### src/rtl/contextual_decoder_upsample_pkg.sv
// Shared types and saturating arithmetic for the contextual decoder stages.
// Pixel widths up to SAT_W bits are supported by sat_add.
package ctx_dec_pkg;

    typedef enum logic {FILL = 1'b0, REPLAY = 1'b1} state_t;

    localparam int SAT_W = 32;
    localparam int ACC_W = 2 * SAT_W + 1;

    // Returns min(prod + bias, 2^dw - 1); the extra accumulator bit keeps the sum from wrapping.
    function automatic logic [SAT_W-1:0] sat_add(input logic [2*SAT_W-1:0] prod,
                                                 input logic [SAT_W-1:0]   bias,
                                                 input int                 dw);
        logic [ACC_W-1:0] acc;
        logic [ACC_W-1:0] lim;
        acc = ACC_W'(prod) + ACC_W'(bias);
        lim = (ACC_W'(1) << dw) - ACC_W'(1);
        if (acc > lim)
            return lim[SAT_W-1:0];
        return acc[SAT_W-1:0];
    endfunction

endpackage

### src/rtl/contextual_decoder_upsample_line_buffer.sv
// One-row pixel store for regenerating odd output rows.
// Synchronous write, registered read; the caller presents the read address a cycle early.
module deconv_line_buffer #(
    parameter int DATA_WIDTH = 8,
    parameter int WIDTH      = 8,
    parameter int AW         = 3
) (
    input  logic                  clk,
    input  logic                  we,
    input  logic [AW-1:0]         waddr,
    input  logic [DATA_WIDTH-1:0] wdata,
    input  logic [AW-1:0]         raddr,
    output logic [DATA_WIDTH-1:0] rdata
);

    logic [DATA_WIDTH-1:0] mem [WIDTH];
    logic [DATA_WIDTH-1:0] rdata_reg;

    always_ff @(posedge clk) begin
        if (we)
            mem[waddr] <= wdata;
        rdata_reg <= mem[raddr];
    end

    assign rdata = rdata_reg;

endmodule

### src/rtl/contextual_decoder_upsample.sv
// Streaming 2x2 stride-2 transposed convolution: each input pixel becomes a 2x2 output block.
// Counters (state, row, col, b) name the next output to be loaded into the output register.
module contextual_decoder_upsample
    import ctx_dec_pkg::*;
#(
    parameter int DATA_WIDTH = 8,
    parameter int HEIGHT     = 8,
    parameter int WIDTH      = 8
) (
    input  logic                    clk,
    input  logic                    rst,
    input  logic [4*DATA_WIDTH-1:0] weights,
    input  logic [DATA_WIDTH-1:0]   bias,
    input  logic                    in_valid,
    output logic                    in_ready,
    input  logic [DATA_WIDTH-1:0]   in_data,
    output logic                    out_valid,
    input  logic                    out_ready,
    output logic [DATA_WIDTH-1:0]   out_data,
    output logic                    out_sof,
    output logic                    out_last
);

    localparam int CW = (WIDTH  > 1) ? $clog2(WIDTH)  : 1;
    localparam int RW = (HEIGHT > 1) ? $clog2(HEIGHT) : 1;
    localparam logic [CW-1:0] COL_MAX = CW'(WIDTH - 1);
    localparam logic [RW-1:0] ROW_MAX = RW'(HEIGHT - 1);

    state_t                  state_reg, state_next;
    logic [CW-1:0]           col_reg, col_next;
    logic [RW-1:0]           row_reg, row_next;
    logic                    b_reg, b_next;
    logic [DATA_WIDTH-1:0]   pix_reg, pix_next;
    logic                    out_valid_reg, out_valid_next;
    logic [DATA_WIDTH-1:0]   out_data_reg, out_data_next;
    logic                    out_sof_reg, out_sof_next;
    logic                    out_last_reg, out_last_next;

    logic [DATA_WIDTH-1:0]   taps [4];
    logic [1:0]              tap_idx;
    logic [DATA_WIDTH-1:0]   tap;
    logic [DATA_WIDTH-1:0]   src;
    logic [DATA_WIDTH-1:0]   rd_data;
    logic [CW-1:0]           rd_addr;
    logic [2*DATA_WIDTH-1:0] prod;
    logic [DATA_WIDTH-1:0]   result;
    logic                    can_load;
    logic                    load;
    logic                    buf_we;

    for (genvar gi = 0; gi < 4; gi++) begin : g_taps
        assign taps[gi] = weights[gi*DATA_WIDTH +: DATA_WIDTH];
    end

    assign tap_idx  = {state_reg == REPLAY, b_reg};
    assign tap      = taps[tap_idx];
    assign can_load = !out_valid_reg || out_ready;
    assign in_ready = (state_reg == FILL) && !b_reg && can_load;
    assign buf_we   = in_valid && in_ready;
    assign load     = can_load && (b_reg || state_reg == REPLAY || in_valid);

    // Point the read port at the column the next REPLAY b=0 load will need.
    assign rd_addr = !b_reg ? col_reg : ((col_reg == COL_MAX) ? '0 : col_reg + CW'(1));

    always_comb begin
        src = pix_reg;
        if (!b_reg)
            src = (state_reg == FILL) ? in_data : rd_data;
    end

    assign prod   = (2*DATA_WIDTH)'(src) * (2*DATA_WIDTH)'(tap);
    assign result = DATA_WIDTH'(sat_add((2*SAT_W)'(prod), SAT_W'(bias), DATA_WIDTH));

    deconv_line_buffer #(
        .DATA_WIDTH (DATA_WIDTH),
        .WIDTH      (WIDTH),
        .AW         (CW)
    ) u_line_buffer (
        .clk   (clk),
        .we    (buf_we),
        .waddr (col_reg),
        .wdata (in_data),
        .raddr (rd_addr),
        .rdata (rd_data)
    );

    always_comb begin
        state_next     = state_reg;
        col_next       = col_reg;
        row_next       = row_reg;
        b_next         = b_reg;
        pix_next       = pix_reg;
        out_valid_next = out_valid_reg;
        out_data_next  = out_data_reg;
        out_sof_next   = out_sof_reg;
        out_last_next  = out_last_reg;
        if (can_load)
            out_valid_next = load;
        if (load) begin
            out_data_next = result;
            out_sof_next  = (row_reg == '0) && (state_reg == FILL) && (col_reg == '0) && !b_reg;
            out_last_next = (row_reg == ROW_MAX) && (state_reg == REPLAY) && (col_reg == COL_MAX) && b_reg;
            b_next        = !b_reg;
            if (!b_reg) begin
                pix_next = src;
            end else if (col_reg == COL_MAX) begin
                // Switch mode as the row's final output is loaded so the next row starts without a bubble.
                col_next = '0;
                if (state_reg == FILL) begin
                    state_next = REPLAY;
                end else begin
                    state_next = FILL;
                    row_next   = (row_reg == ROW_MAX) ? '0 : row_reg + RW'(1);
                end
            end else begin
                col_next = col_reg + CW'(1);
            end
        end
    end

    always_ff @(posedge clk or posedge rst) begin
        if (rst) begin
            state_reg     <= FILL;
            col_reg       <= '0;
            row_reg       <= '0;
            b_reg         <= 1'b0;
            pix_reg       <= '0;
            out_valid_reg <= 1'b0;
            out_data_reg  <= '0;
            out_sof_reg   <= 1'b0;
            out_last_reg  <= 1'b0;
        end else begin
            state_reg     <= state_next;
            col_reg       <= col_next;
            row_reg       <= row_next;
            b_reg         <= b_next;
            pix_reg       <= pix_next;
            out_valid_reg <= out_valid_next;
            out_data_reg  <= out_data_next;
            out_sof_reg   <= out_sof_next;
            out_last_reg  <= out_last_next;
        end
    end

    assign out_valid = out_valid_reg;
    assign out_data  = out_data_reg;
    assign out_sof   = out_sof_reg;
    assign out_last  = out_last_reg;

endmodule

### config.mk
export PLATFORM = sky130hd
export DESIGN_NAME = contextual_decoder_upsample
export DESIGN_NICKNAME = d
export VERILOG_FILES = /design/src/rtl/contextual_decoder_upsample_pkg.sv /design/src/rtl/contextual_decoder_upsample_line_buffer.sv /design/src/rtl/contextual_decoder_upsample.sv
export SDC_FILE = /design/constraint.sdc
export NUM_CORES = 1
export LEC_CHECK = 0
export ABC_AREA = 1
export BUFFER_PORTS_ARGS = -buffer_cell sky130_fd_sc_hd__buf_2
export CORE_MARGIN = 4
export CORE_UTILIZATION = 40
export CTS_BUF_LIST = sky130_fd_sc_hd__clkbuf_2
export DETAILED_ROUTE_END_ITERATION = 6
export GPL_TIMING_DRIVEN = 0
export PLACE_DENSITY_LB_ADDON = 0.08
export REMOVE_ABC_BUFFERS = 1
export SLEW_MARGIN = 40
export SYNTH_ARGS = -nofsm -noshare
export SYNTH_HDL_FRONTEND = slang
export SYNTH_SLANG_ARGS = --single-unit
### constraint.sdc
create_clock -name clk -period 5 [get_ports clk]
set_input_delay 0 -clock clk [delete_from_list [all_inputs] [get_ports clk]]
set_output_delay 0 -clock clk [all_outputs]
set_load 0.05 [all_outputs]
* Yosys cells after proc, flatten, opt, wreduce, memory -nomap -nowiden
Memory sizes are Yosys's and may differ from the RTL's. A register that Yosys moved wholly into a read port is not among the register bits. Index checks and enable logic that the tools add are counted.
Word-level totals: flip-flop bits (word level) 27, memory bits (writable) 64, output and inout bits 12, logic and storage cells 55, memories kept 1
Memory list:
- u_line_buffer.mem | words 8, width 8, rd ports 1, clocked after Yosys merged registers in 1, wr ports 1, line contextual_decoder_upsample_line_buffer.sv:16 | logic [DATA_WIDTH-1:0] mem [WIDTH];
Operators by class: $add $sub $neg 3, multiply operators 1, magnitude comparators 2, eq/ne operators 2, multiplexer cells 14, bitwise gates (word level) 3, reduce and logical (&&, ||, !) cells 20
Operator list (number):
- two-way mux 8 bit | 6
- adder 16 x 8 -> 17 bit | 1
- > comparator 17 x 8 -> 1 bit (second input constant) | 1
- binary-select mux 8 bit (select 2 bit) | 1
- multiplier 8 x 8 -> 16 bit | 1
- logical AND 1 bit | 10
- two-way mux 3 bit | 3
- adder 3 x 1 -> 3 bit (second input constant) | 2
- == test 3 bit (second input constant) | 2
- zero test 3 bit | 2
- two-way mux 1 bit | 4
- AND reduction 4 bit | 1
- >= comparator 3 bit (second input constant) | 1
- logical OR 1 bit | 3
- NOT 2 -> 3 bit | 1
- AND reduction 3 bit | 1
- zero test 1 bit | 2
- NOT 1 bit | 2
- AND reduction 2 bit | 1

* Logic depth before layout (Yosys ltp)
Gate-level depths: netlist of the first run.
word-level depth 9, depth in mapped cells 30, depth with buffers taken out 28

* Modules after synthesis
From an unflattened synthesis of the first run, not the netlist that was laid out.
Unflattened totals: cells, all modules 897, area, all modules 7337.0 um^2
Modules (own cells, without submodules):
- contextual_decoder_upsample | instances 1, cells each 594, area each 4286.6 um^2
- deconv_line_buffer | instances 1, cells each 303, area each 3050.4 um^2

* Worst setup path before layout of the first run
Ideal clock, no wire load.
path kind register to register, start point register b_reg, end point register out_data_reg[0] (netlist: out_data[0]), data arrival time 4.749 ns, required time 4.882 ns, setup slack 0.133 ns, cell stages (with the launch flop) 27, buffers on the path 2, clock period less this slack 4.867 ns, path through dfrtp_1 -> buf_4 -> inv_2 -> buf_2 -> nand2_1 -> a32oi_1 -> inv_2 -> nor2_1 -> fa_1 -> fa_1 -> fa_1 -> inv_1 -> fa_1 -> inv_1 -> ha_1 -> nand2_2 -> inv_1 -> a21oi_1 -> nand2_1 -> nand2_1 -> nand2_1 -> nor2_1 -> nand2_1 -> nor2_2 -> nand3_2 -> nor2_1 -> nor2_1
Between the ends: word-level cells in the longest chain between the ends 9, elaborated cells on any way between the ends 13, classes of those cells add/sub (1); mul (1); order compare (1); mux (6); bitwise (1); reduce/logical (3)
RTL lines:
- start: declaration | line contextual_decoder_upsample.sv:32 | logic b_reg, b_next;
- start signal: assignment | line contextual_decoder_upsample.sv:136 | b_reg <= b_next;
- NOT 2 -> 3 bit (implied by the code) | line contextual_decoder_upsample.sv:56 | assign tap = taps[tap_idx];
- binary-select mux 8 bit (select 2 bit) | line contextual_decoder_upsample.sv:56
- two-way mux 8 bit (implied by the code) (2 in series) | line contextual_decoder_upsample.sv:56
- multiplier 8 x 8 -> 16 bit | line contextual_decoder_upsample.sv:71 | assign prod = (2*DATA_WIDTH)'(src) * (2*DATA_WIDTH)'(tap);
- adder 16 x 8 -> 17 bit | line contextual_decoder_upsample_pkg.sv:16 | acc = ACC_W'(prod) + ACC_W'(bias);
- > comparator 17 x 8 -> 1 bit | line contextual_decoder_upsample_pkg.sv:18 | if (acc > lim)
- two-way mux 1 bit | line contextual_decoder_upsample_pkg.sv:18
- two-way mux 8 bit | line contextual_decoder_upsample_pkg.sv:20 | return acc[SAT_W-1:0];
- end signal: assignment | line contextual_decoder_upsample.sv:139 | out_data_reg <= out_data_next;
- end: declaration | line contextual_decoder_upsample.sv:35 | logic [DATA_WIDTH-1:0] out_data_reg, out_data_next;
Parallel ways exist; a longest one is shown, timed or not. The select of a mux whose other input is x is not followed. A chain may end at the register's enable or synchronous reset.

* Final worst setup path of the first run
start point register b_reg, end point register out_data_reg[1] (netlist: out_data[1])
Same word-level chain as after synthesis.

==> results.py, run 1 <==
metrics = {
    "logic_synthesis": {
        "yosysWarnings": 0,
        "ys_seq_area_frac": 0.3963,
        "syn_area_sq_um": 6958,
        "synth_ff_type": "edfxtp_1",
        "synth_cells": 804,
        "yosys.area.top_type_share": 0.2762,
        "yosys.area.top_type": "edfxtp_1",
        "synth-seq-cells": 99,
        "synth_cell_types": 35,
        "syn_avg_cell_area_sq_um": 8.654,
        "synth_area_leaders": "edfxtp_1, fa_1, nand2_1",
        "ys_async_sr_fraction": 0.2727,
        "synth_edf_count": 64,
    },
    "global_route": {
        "antenna_found_initial": 0,
        "grt_max_degree": 34,
        "grtUsageTotal": 0.1796,
        "gr-total-overflow": 0,
        "grt_pass1_wl_um": 28570,
        "grt_pass1_vias": 5764,
    },
    "timing": {
        "setup_violations": 3,
        "fin_crit_ns": 5.005,
        "timing.fmax_mhz": 199.8,
        "fin_tns_setup_ns": -0.01011,
        "setup_ws_ns": -0.004876,
        "finalClockSkew_ns": 0.03158,
        "maxSlewViolCount": 0,
        "maxSlewHeadroom": 0.4586,
        "finalHoldViolCount": 0,
        "tightest_slew_ns": 0.8091,
        "post-route-period-util": 1.001,
        "rsz0062_at_grt": "true",
    },
    "floorplan": {
        "start_util": 0.4137,
        "die_area_sq_um": 19570,
        "die_h_um": 139.9,
        "fp-row-count": 47,
        "core-area_sq_um": 16820,
        "die_w_um": 139.9,
        "boundaryPins": 64,
    },
    "layout": {
        "diodes": 0,
        "largest-register": "u_line_buffer.mem",
        "largest_register_ffs": 64,
        "fin_nets": 1055,
        "area_growth_pct": 24.94,
        "drive_gt1_frac": 0.2952,
    },
    "clocking": {
        "clkSlewWorstSetupHoldPaths_ns": 0.27,
        "numCtsBuffers": 9,
        "cts.sinks": 99,
        "h-tree-depth": 3,
        "cts_tree": "built",
        "clk-insertion-delay-late_ns": 0.56,
        "root_buffer": "clkbuf_2",
        "clockBufferDepth": 2,
    },
    "detailed_routing": {
        "wl_per_cell_um": 15.47,
        "wirelength_um": 17600,
        "initialDrtViolationCount": 341,
        "firstDrtPassIters": 5,
        "dr_total_vias": 5684,
        "ant_nets": 0,
        "route.detailed.drc": 0,
        "avgViaCountPerCell": 4.995,
    },
    "run": {
        "drv_cap": 0,
    },
    "critical_path": {
        "end_kind": "flip-flop",
        "cp_max_fo": 8,
        "r2r_end": "out_data[1]",
        "critPathLaunchType": "flip-flop",
        "criticalPathCategory": "reg -> reg",
        "r2r_setup_slack_ns": -0.005,
        "crit_end": "out_data[1]",
        "crit_start": "b_reg",
        "r2r-start": "b_reg",
        "rr_worst_depth": 25,
        "crit_required_ns": 5.51,
        "cp.arrival_ns": 5.51,
    },
    "placement": {
        "dp_hpwl_um": 12410,
        "gp_congestion": 0.8910,
        "io_buffers": 63,
    },
    "hold_path": {
        "hp-start": "in_data[2]",
        "min_path_type": "in -> reg",
    },
    "run_status": {
        "outcome": "finished with violations",
        "violations": "setup timing",
    },
}
per-layer routing:
layer / vias to the layer above / GRT usage / wire, um
li1: 2794 / - / -
met1: 2712 / 0.2634 / 8531
met2: 160 / 0.2717 / 7822
met3: 18 / 0.04363 / 1059
met4: 0 / 0.04029 / 187
met5: - / 0 / 0
worst min path at each step:
stage | cells after the start | end | slack [ns]
floorplan | 1 | b_reg | 0.05
global placement | 3 | out_valid | 0.26
detailed placement | 2 | out_valid | 0.11
CTS | 5 | b_reg | 0.20
global route | 2 | u_line_buffer.mem[1][6] | 0.20
finish | 2 | u_line_buffer.mem[7][2] | 0.25
kinds of logic after synthesis:
| group | after synthesis | share of synthesized area |
|---|---|---|
| compound gates | 113 | 0.1012 |
| flops | 99 | 0.3963 |
| xor+xnor | 4 | 0.005036 |
| fa+ha+maj | 90 | 0.2093 |
| buf+inv | 148 | 0.08524 |
| simple gates | 350 | 0.2028 |
cell usage after synthesis (all sizes together), types with 3 or more instances:
cell    count
nand2     217
a32oi       8
inv       124
or2         5
edfxtp     64
o32ai      16
clkbuf      7
xnor2       3
fa         44
buf        17
a21oi      46
dfxtp       8
nor2      104
nand4       5
dfrtp      27
o21ai      41
ha         46
nand3      18
metrics by stage:
stage | hold slack (ns) | std cells | worst slack [ns] | instance area [sq um] | utilization
after global routing | 0.2029 | 1138 | -0.2630 | 8693 | 0.5169
final | 0.2522 | 1138 | -0.004876 | 8693 | 0.5169
after floorplan | 0.05272 | 780 | -0.2628 | 6830 | -
after detailed placement | 0.1083 | 1063 | -0.8878 | 7435 | 0.4420
after CTS | 0.1960 | 1125 | 0.0007647 | 8346 | 0.4962
after global placement | 0.2594 | 1063 | -1.180 | 7421 | 0.4412
cell type report:
| type | count | area [sq um] |
|---|---|---|
| Inverter | 124 | 493.0 |
| Multi-Input combinational cell | 557 | 4159 |
| Timing Repair inverter | 2 | 28.78 |
| Timing Repair Buffer | 120 | 887.1 |
| Sequential cell | 99 | 2763 |
| Fill cell | 1611 | 8125 |
| Tap cell | 220 | 275.3 |
| Clock inverter | 7 | 42.54 |
| Clock buffer | 9 | 45.04 |
cells in the final DEF, fill, tap and decap left out, types with 16 or more instances in the layout:
cell type / netlist / final
nand2_2: 6 / 34
a21oi_1: 45 / 40
nor2_1: 99 / 73
nand2_1: 211 / 177
dfrtp_1: 27 / 25
o21ai_0: 25 / 25
buf_2: 13 / 63
inv_1: 113 / 95
fa_1: 44 / 41
buf_4: 3 / 32
ha_1: 46 / 38
o32ai_1: 16 / 16
inv_2: 11 / 26
nor2_2: 3 / 22
edfxtp_1: 64 / 64
critical path, cell delays in order, from the launching register on:
cell and delay (ns):
dfrtp_4 0.61, buf_12 0.17, inv_16 0.06, nand2_2 0.06, a32oi_4 0.21, buf_12 0.16
nand2_2 0.05, fa_2 0.53, inv_2 0.05, fa_1 0.47, fa_1 0.57, inv_2 0.04
fa_1 0.52, inv_2 0.05, ha_4 0.31, nand2_4 0.08, nor2_1 0.09, nand2_1 0.09
nand4_1 0.08, nand2_1 0.05, nor2_1 0.12, nand2_1 0.08, nor2_2 0.13, nand3_4 0.17
nor2_1 0.14, nor2_1 0.05
what timing repair did:
item	CTS	global route
endpoints found under the setup margin	8	8
cloned	2	1
hold buffers	14	0
resized for setup	82	72
hold endpoints to repair	111	0
setup buffers	30	12
pin swaps	31	24
Power of run 1 is not shown: default switching activity piles up to over one toggle a cycle in this logic, so the estimate is an artifact.
==> run 2, diff against run 1 <==
- CORE_UTILIZATION: 40 -> 57
- SYNTH_HIERARCHICAL: unset -> 1
==> run 2 against run 1 <==
The flow still finishes with violations (setup timing). Clock skew rose by 0.0028 ns. Critical endpoint is now out_data[5]. Largest cell class unchanged. Via count rose by 9.8%. Worst setup slack got worse by 0.097 ns. Highest routed layer unchanged. Core utilization rose by 22 points.
==> results.py, run 2 <==
metrics = {
    "global_route": {
        "grtUsageTotal": 0.2561,
        "gr-total-overflow": 0,
        "antenna_found_initial": 1,
        "grt_pass1_vias": 6255,
        "grt_pass1_wl_um": 29660,
        "grt_max_degree": 33,
    },
    "logic_synthesis": {
        "ys_async_sr_fraction": 0.2727,
        "syn_avg_cell_area_sq_um": 8.180,
        "synth_most_common_cell": "nand2_1",
        "yosys.area.top_type": "edfxtp_1",
        "synth_area_leaders": "edfxtp_1, nand2_1, fa_1",
        "synth-seq-cells": 99,
        "ys_seq_area_frac": 0.3759,
        "synth_ff_type": "edfxtp_1",
        "synth_cells": 897,
        "synth_cell_types": 41,
        "synth.top_cells.by_count": "nand2_1, inv_1, edfxtp_1",
        "yosysWarnings": 6,
        "yosys.area.top_type_share": 0.2619,
        "synth_edf_count": 64,
        "syn_area_sq_um": 7337,
    },
    "critical_path": {
        "cp_slowest_cell": "dfrtp_4",
        "cp.arrival_ns": 5.60,
        "slowest_delay_ns": 0.62,
        "crit_required_ns": 5.50,
        "criticalPathCategory": "reg -> reg",
        "end_kind": "flip-flop",
        "rr_worst_depth": 25,
        "cp_max_fo": 8,
        "critPathLaunchType": "flip-flop",
    },
    "detailed_routing": {
        "avgViaCountPerCell": 5.215,
        "wirelength_um": 18980,
        "initialDrtViolationCount": 413,
        "route.detailed.drc": 0,
        "wl_per_cell_um": 15.85,
        "dr_total_vias": 6242,
        "firstDrtPassIters": 5,
        "ant_nets": 0,
    },
    "timing": {
        "post-route-period-util": 1.020,
        "maxSlewHeadroom": 0.4357,
        "fin_crit_ns": 5.102,
        "rsz0062_at_grt": "true",
        "setup_ws_ns": -0.1016,
        "maxSlewViolCount": 0,
        "tightest_slew_ns": 0.8433,
        "timing.fmax_mhz": 196.0,
        "finalHoldViolCount": 0,
        "setup_violations": 8,
        "finalClockSkew_ns": 0.03442,
        "fin_tns_setup_ns": -0.6196,
    },
    "layout": {
        "area_growth_pct": 26.53,
        "drive_gt1_frac": 0.3047,
        "mostFrequentLayoutCell": "nand2_1",
        "fin_nets": 1161,
        "multi_input_area_sq_um": 4300,
        "seq_area_sq_um": 2763,
        "fillers": 955,
        "largest_register_ffs": 64,
        "layout_common_cells": "nand2_1, inv_1, edfxtp_1",
        "largest-register": "u_line_buffer/mem",
    },
    "clocking": {
        "h-tree-depth": 3,
        "clockBufferDepth": 2,
        "cts.sinks": 99,
        "clkSlewWorstSetupHoldPaths_ns": 0.30,
        "cts_tree": "built",
        "clk-insertion-delay-late_ns": 0.59,
        "numCtsBuffers": 9,
        "root_buffer": "clkbuf_2",
    },
    "floorplan": {
        "die_area_sq_um": 14750,
        "die_w_um": 121.5,
        "start_util": 0.5814,
        "die_h_um": 121.5,
        "boundaryPins": 64,
        "core-area_sq_um": 12620,
        "fp-row-count": 41,
    },
    "hold_path": {
        "min_path_type": "in -> reg",
        "whs_path_depth": 2,
    },
    "placement": {
        "gp_congestion": 0.8855,
        "dp_hpwl_um": 12740,
        "io_buffers": 63,
    },
    "run_status": {
        "violations": "setup timing",
        "outcome": "finished with violations",
    },
    "run": {
        "drv_cap": 0,
    },
}
[run 2: cell count changes in the layout (fill, tap and decap cells not counted), moves of 4 or more]
cell     before  now
nand2_4       5   11
nand3_1      14   42
buf_6         3   10
a21oi_1      40    8
o21ai_0      25   15
nand2_2      34   43
nor2_1       73   39
o32ai_1      16    0
nand4_1       5   11
inv_1        95  162
nand2_1     177  235
o21ai_1       6    0
or2_2         5    9
[run 2: kinds of logic (layout without fill, tap and decap cells)]
kind of cell	Yosys count	count (layout)	synth area share
AO/OA/AOI/OAI	57	57	0.04877
XOR/XNOR	2	2	0.002388
adder cells (fa/ha/maj)	90	90	0.1985
buffers and inverters	219	346	0.1260
flip-flops	99	99	0.3759
other	0	1	0
AND/OR/NAND/NOR	430	430	0.2485
[run 2: final cells by class]
type	count	share of cell area
Timing Repair Buffer	130	0.1097
Inverter	196	0.08423
Clock buffer	9	0.004852
Antenna cell	1	0.0002695
Tap cell	172	0.02318
Timing Repair inverter	4	0.007951
Multi-Input combinational cell	579	0.4632
Clock inverter	7	0.009030
Sequential cell	99	0.2976
[run 2: metrics by stage]
stage	setup WS, ns	cell area, sq um	hold WS [ns]	util	std cells
after floorplan	-0.5241	7154	0.05272	-	874
after global placement	-1.779	7685	0.2528	0.6090	1109
after detailed placement	-1.210	7731	0.1011	0.6126	1111
after CTS	0.002589	8771	0.1551	0.6950	1180
after global routing	-0.3357	9284	0.1760	0.7357	1197
final	-0.1016	9284	0.2146	0.7357	1197
[run 2: metal layers]
layer | up-vias | part of all wire | track usage
li1 | 2997 | - | -
met1 | 3012 | 0.43 | 0.3554
met2 | 203 | 0.48 | 0.4225
met3 | 30 | 0.062 | 0.03683
met4 | 0 | 0.020 | 0.07213
met5 | - | 0 | 0
[run 2: critical path: cells and delay by family (launching register included)]
kind / cells / cell delay [ns]
AO/OA/AOI/OAI: 1 / 0.21
buffers and inverters: 7 / 0.64
AND/OR/NAND/NOR: 12 / 1.12
flip-flops: 1 / 0.62
adder cells (fa/ha/maj): 5 / 2.44
[run 2: final timing paths]
kind | end | slack (ns) | start
min in group asynchronous | out_sof | 0.56 | rst
worst max register to register | out_data[5] | -0.10 | b_reg
max in group asynchronous | b_reg | 4.00 | rst
worst max-delay path | out_data[5] | -0.10 | b_reg
worst min register to register | out_last | 0.54 | out_last
worst min-delay path | u_line_buffer/mem[1][0] | 0.21 | in_data[0]
[run 2: what timing repair did]
item	4_1_cts	5_1_grt
pin swaps	44	54
resized for setup	85	108
hold buffers	14	0
setup endpoints to repair	8	8
buffers inserted	35	15
hold endpoints to repair	107	0
cloned	4	2
Power of run 2 is left out for the same reason.
==> run 3, diff against run 2 <==
- CORE_ASPECT_RATIO: unset -> 1.1
- CORE_UTILIZATION: 57 -> 55
- CTS_BUF_LIST: sky130_fd_sc_hd__clkbuf_2 -> unset
==> run 3 against run 2 <==
The flow still finishes with violations (setup timing). Count of clock-buffer cells in the layout increased by 1. Cell count fell by 0.84%. Clock skew decreased by 0.023 ns. Global-route usage down 3.5 points. Die area up 3.4%. Wire length is 6.4% lower. Sequential cell count is the same. Core utilization fell by 3.2 points. First-iteration DRC count up 0.48%. Critical path type unchanged. Critical endpoint is now out_data[3]. Largest cell class unchanged.
==> results.py, run 3 (synthesis results as in run 2) <==
metrics = {
    "global_route": {
        "grt_max_degree": 33,
        "gr-total-overflow": 0,
        "grt_pass1_wl_um": 27120,
        "grtUsageTotal": 0.2215,
        "grt_pass1_vias": 5766,
        "antenna_found_initial": 0,
    },
    "clocking": {
        "clk-insertion-delay-late_ns": 0.34,
        "clockBufferDepth": 2,
        "clkSlewWorstSetupHoldPaths_ns": 0.07,
        "cts.sinks": 99,
        "numCtsBuffers": 9,
        "root_buffer": "clkbuf_16",
        "h-tree-depth": 3,
        "cts_tree": "built",
    },
    "detailed_routing": {
        "wirelength_um": 17770,
        "ant_nets": 0,
        "avgViaCountPerCell": 5.117,
        "wl_per_cell_um": 14.97,
        "firstDrtPassIters": 5,
        "route.detailed.drc": 0,
        "dr_total_vias": 6074,
        "initialDrtViolationCount": 415,
    },
    "floorplan": {
        "fp-row-count": 44,
        "die_w_um": 118.1,
        "start_util": 0.5576,
        "die_area_sq_um": 15250,
        "boundaryPins": 64,
        "core-area_sq_um": 13160,
        "die_h_um": 129.1,
    },
    "critical_path": {
        "r2r_setup_slack_ns": -0.01,
        "crit_end": "out_data[3]",
        "cp.arrival_ns": 5.25,
        "rr_worst_depth": 26,
        "end_kind": "flip-flop",
        "r2r-start": "b_reg",
        "crit_required_ns": 5.24,
        "cp_max_fo": 8,
        "criticalPathCategory": "reg -> reg",
        "r2r_end": "out_data[3]",
        "critPathLaunchType": "flip-flop",
        "crit_start": "b_reg",
    },
    "timing": {
        "post-route-period-util": 1.002,
        "setup_ws_ns": -0.01060,
        "finalHoldViolCount": 0,
        "maxSlewHeadroom": 0.4561,
        "fin_crit_ns": 5.011,
        "timing.fmax_mhz": 199.6,
        "tightest_slew_ns": 0.8104,
        "setup_violations": 1,
        "maxSlewViolCount": 0,
        "rsz0062_at_grt": "true",
        "finalClockSkew_ns": 0.01108,
    },
    "placement": {
        "dp_hpwl_um": 11720,
        "dpl_worst_slack_ns": -1.275,
        "gp_congestion": 0.8583,
        "io_buffers": 63,
        "dp_cells": 1099,
    },
    "layout": {
        "fillers": 990,
        "largest_register_ffs": 64,
        "multi_input_area_sq_um": 4138,
        "mostFrequentLayoutCell": "nand2_1",
        "largest-register": "u_line_buffer/mem",
        "seq_area_sq_um": 2763,
        "layout_common_cells": "nand2_1, inv_1, edfxtp_1",
        "drive_gt1_frac": 0.2641,
        "fin_cells": 1187,
        "area_growth_pct": 26.19,
        "diodes": 0,
        "fin_nets": 1163,
    },
    "hold_path": {
        "whs_path_depth": 4,
        "min_path_type": "in -> reg",
    },
    "run_status": {
        "violations": "setup timing",
        "outcome": "finished with violations",
    },
    "run": {
        "drv_cap": 0,
    },
}
==> run 3: repair_timing <==
action	4_1_cts	5_1_grt
cloned	3	2
gates resized for setup	54	92
setup endpoints to repair	8	8
endpoints found under the hold margin	92	0
buffers inserted	25	32
pin swaps	20	56
hold buffers	10	0
==> run 3: stage by stage <==
step / setup TNS, ns / util / area (sq um) / hold slack [ns]
global route: -1.723 / 0.7037 / 9259 / 0.1062
detailed placement: -9.945 / 0.5869 / 7722 / 0.1022
finish: -0.01060 / 0.7037 / 9259 / 0.09462
CTS: 0 / 0.6541 / 8607 / 0.08090
floorplan: -4.193 / - / 7154 / 0.05272
global placement: -17.37 / 0.5830 / 7671 / 0.2544
==> run 3: routing by layer <==
layer  track usage  part of all wire  routed length [um]
met2        0.4178              0.53                9462
met5             0                 0                   0
met4       0.07793             0.037                 666
met3       0.02837             0.032                 571
met1        0.2610              0.40                7068
==> run 3: area by class of cell <==
| class | instances | area share |
|---|---|---|
| clock buffers | 10 | 0.02473 |
| multi-input cells | 579 | 0.4469 |
| clock inverters | 6 | 0.007027 |
| well taps | 161 | 0.02176 |
| repair inverters | 4 | 0.005946 |
| inverters | 196 | 0.08270 |
| flip-flops and latches | 99 | 0.2984 |
| repair buffers | 132 | 0.1126 |
==> run 3: worst max-delay path, cell delays in order, from the launching register on <==
cell and delay [ns]:
dfrtp_4 0.52, buf_12 0.16, inv_8 0.07, nand2_2 0.06, a32oi_4 0.30, buf_12 0.16
nand2_2 0.06, fa_2 0.56, inv_1 0.06, fa_1 0.48, fa_1 0.57, inv_2 0.04
fa_1 0.49, inv_2 0.05, ha_4 0.25, nand2_2 0.06, nand2_2 0.08, a21oi_2 0.16
nand2_1 0.07, nand2_1 0.05, nand2_1 0.06, nor2_2 0.11, nand2_2 0.09, nor2_8 0.15
nand4_1 0.12, nand2_1 0.09, inv_1 0.04
==> run 3: how the worst min path moves through the flow <==
| stage | to | start | slack (ns) |
|---|---|---|---|
| after CTS | out_valid | out_ready | 0.08 |
| after global routing | out_valid | out_ready | 0.11 |
| after detailed placement | out_data[3] | rst | 0.10 |
| after floorplan | b_reg | rst | 0.05 |
| final | out_valid | out_ready | 0.09 |
| after global placement | out_valid | in_valid | 0.25 |
Power of run 3 is left out for the same reason.
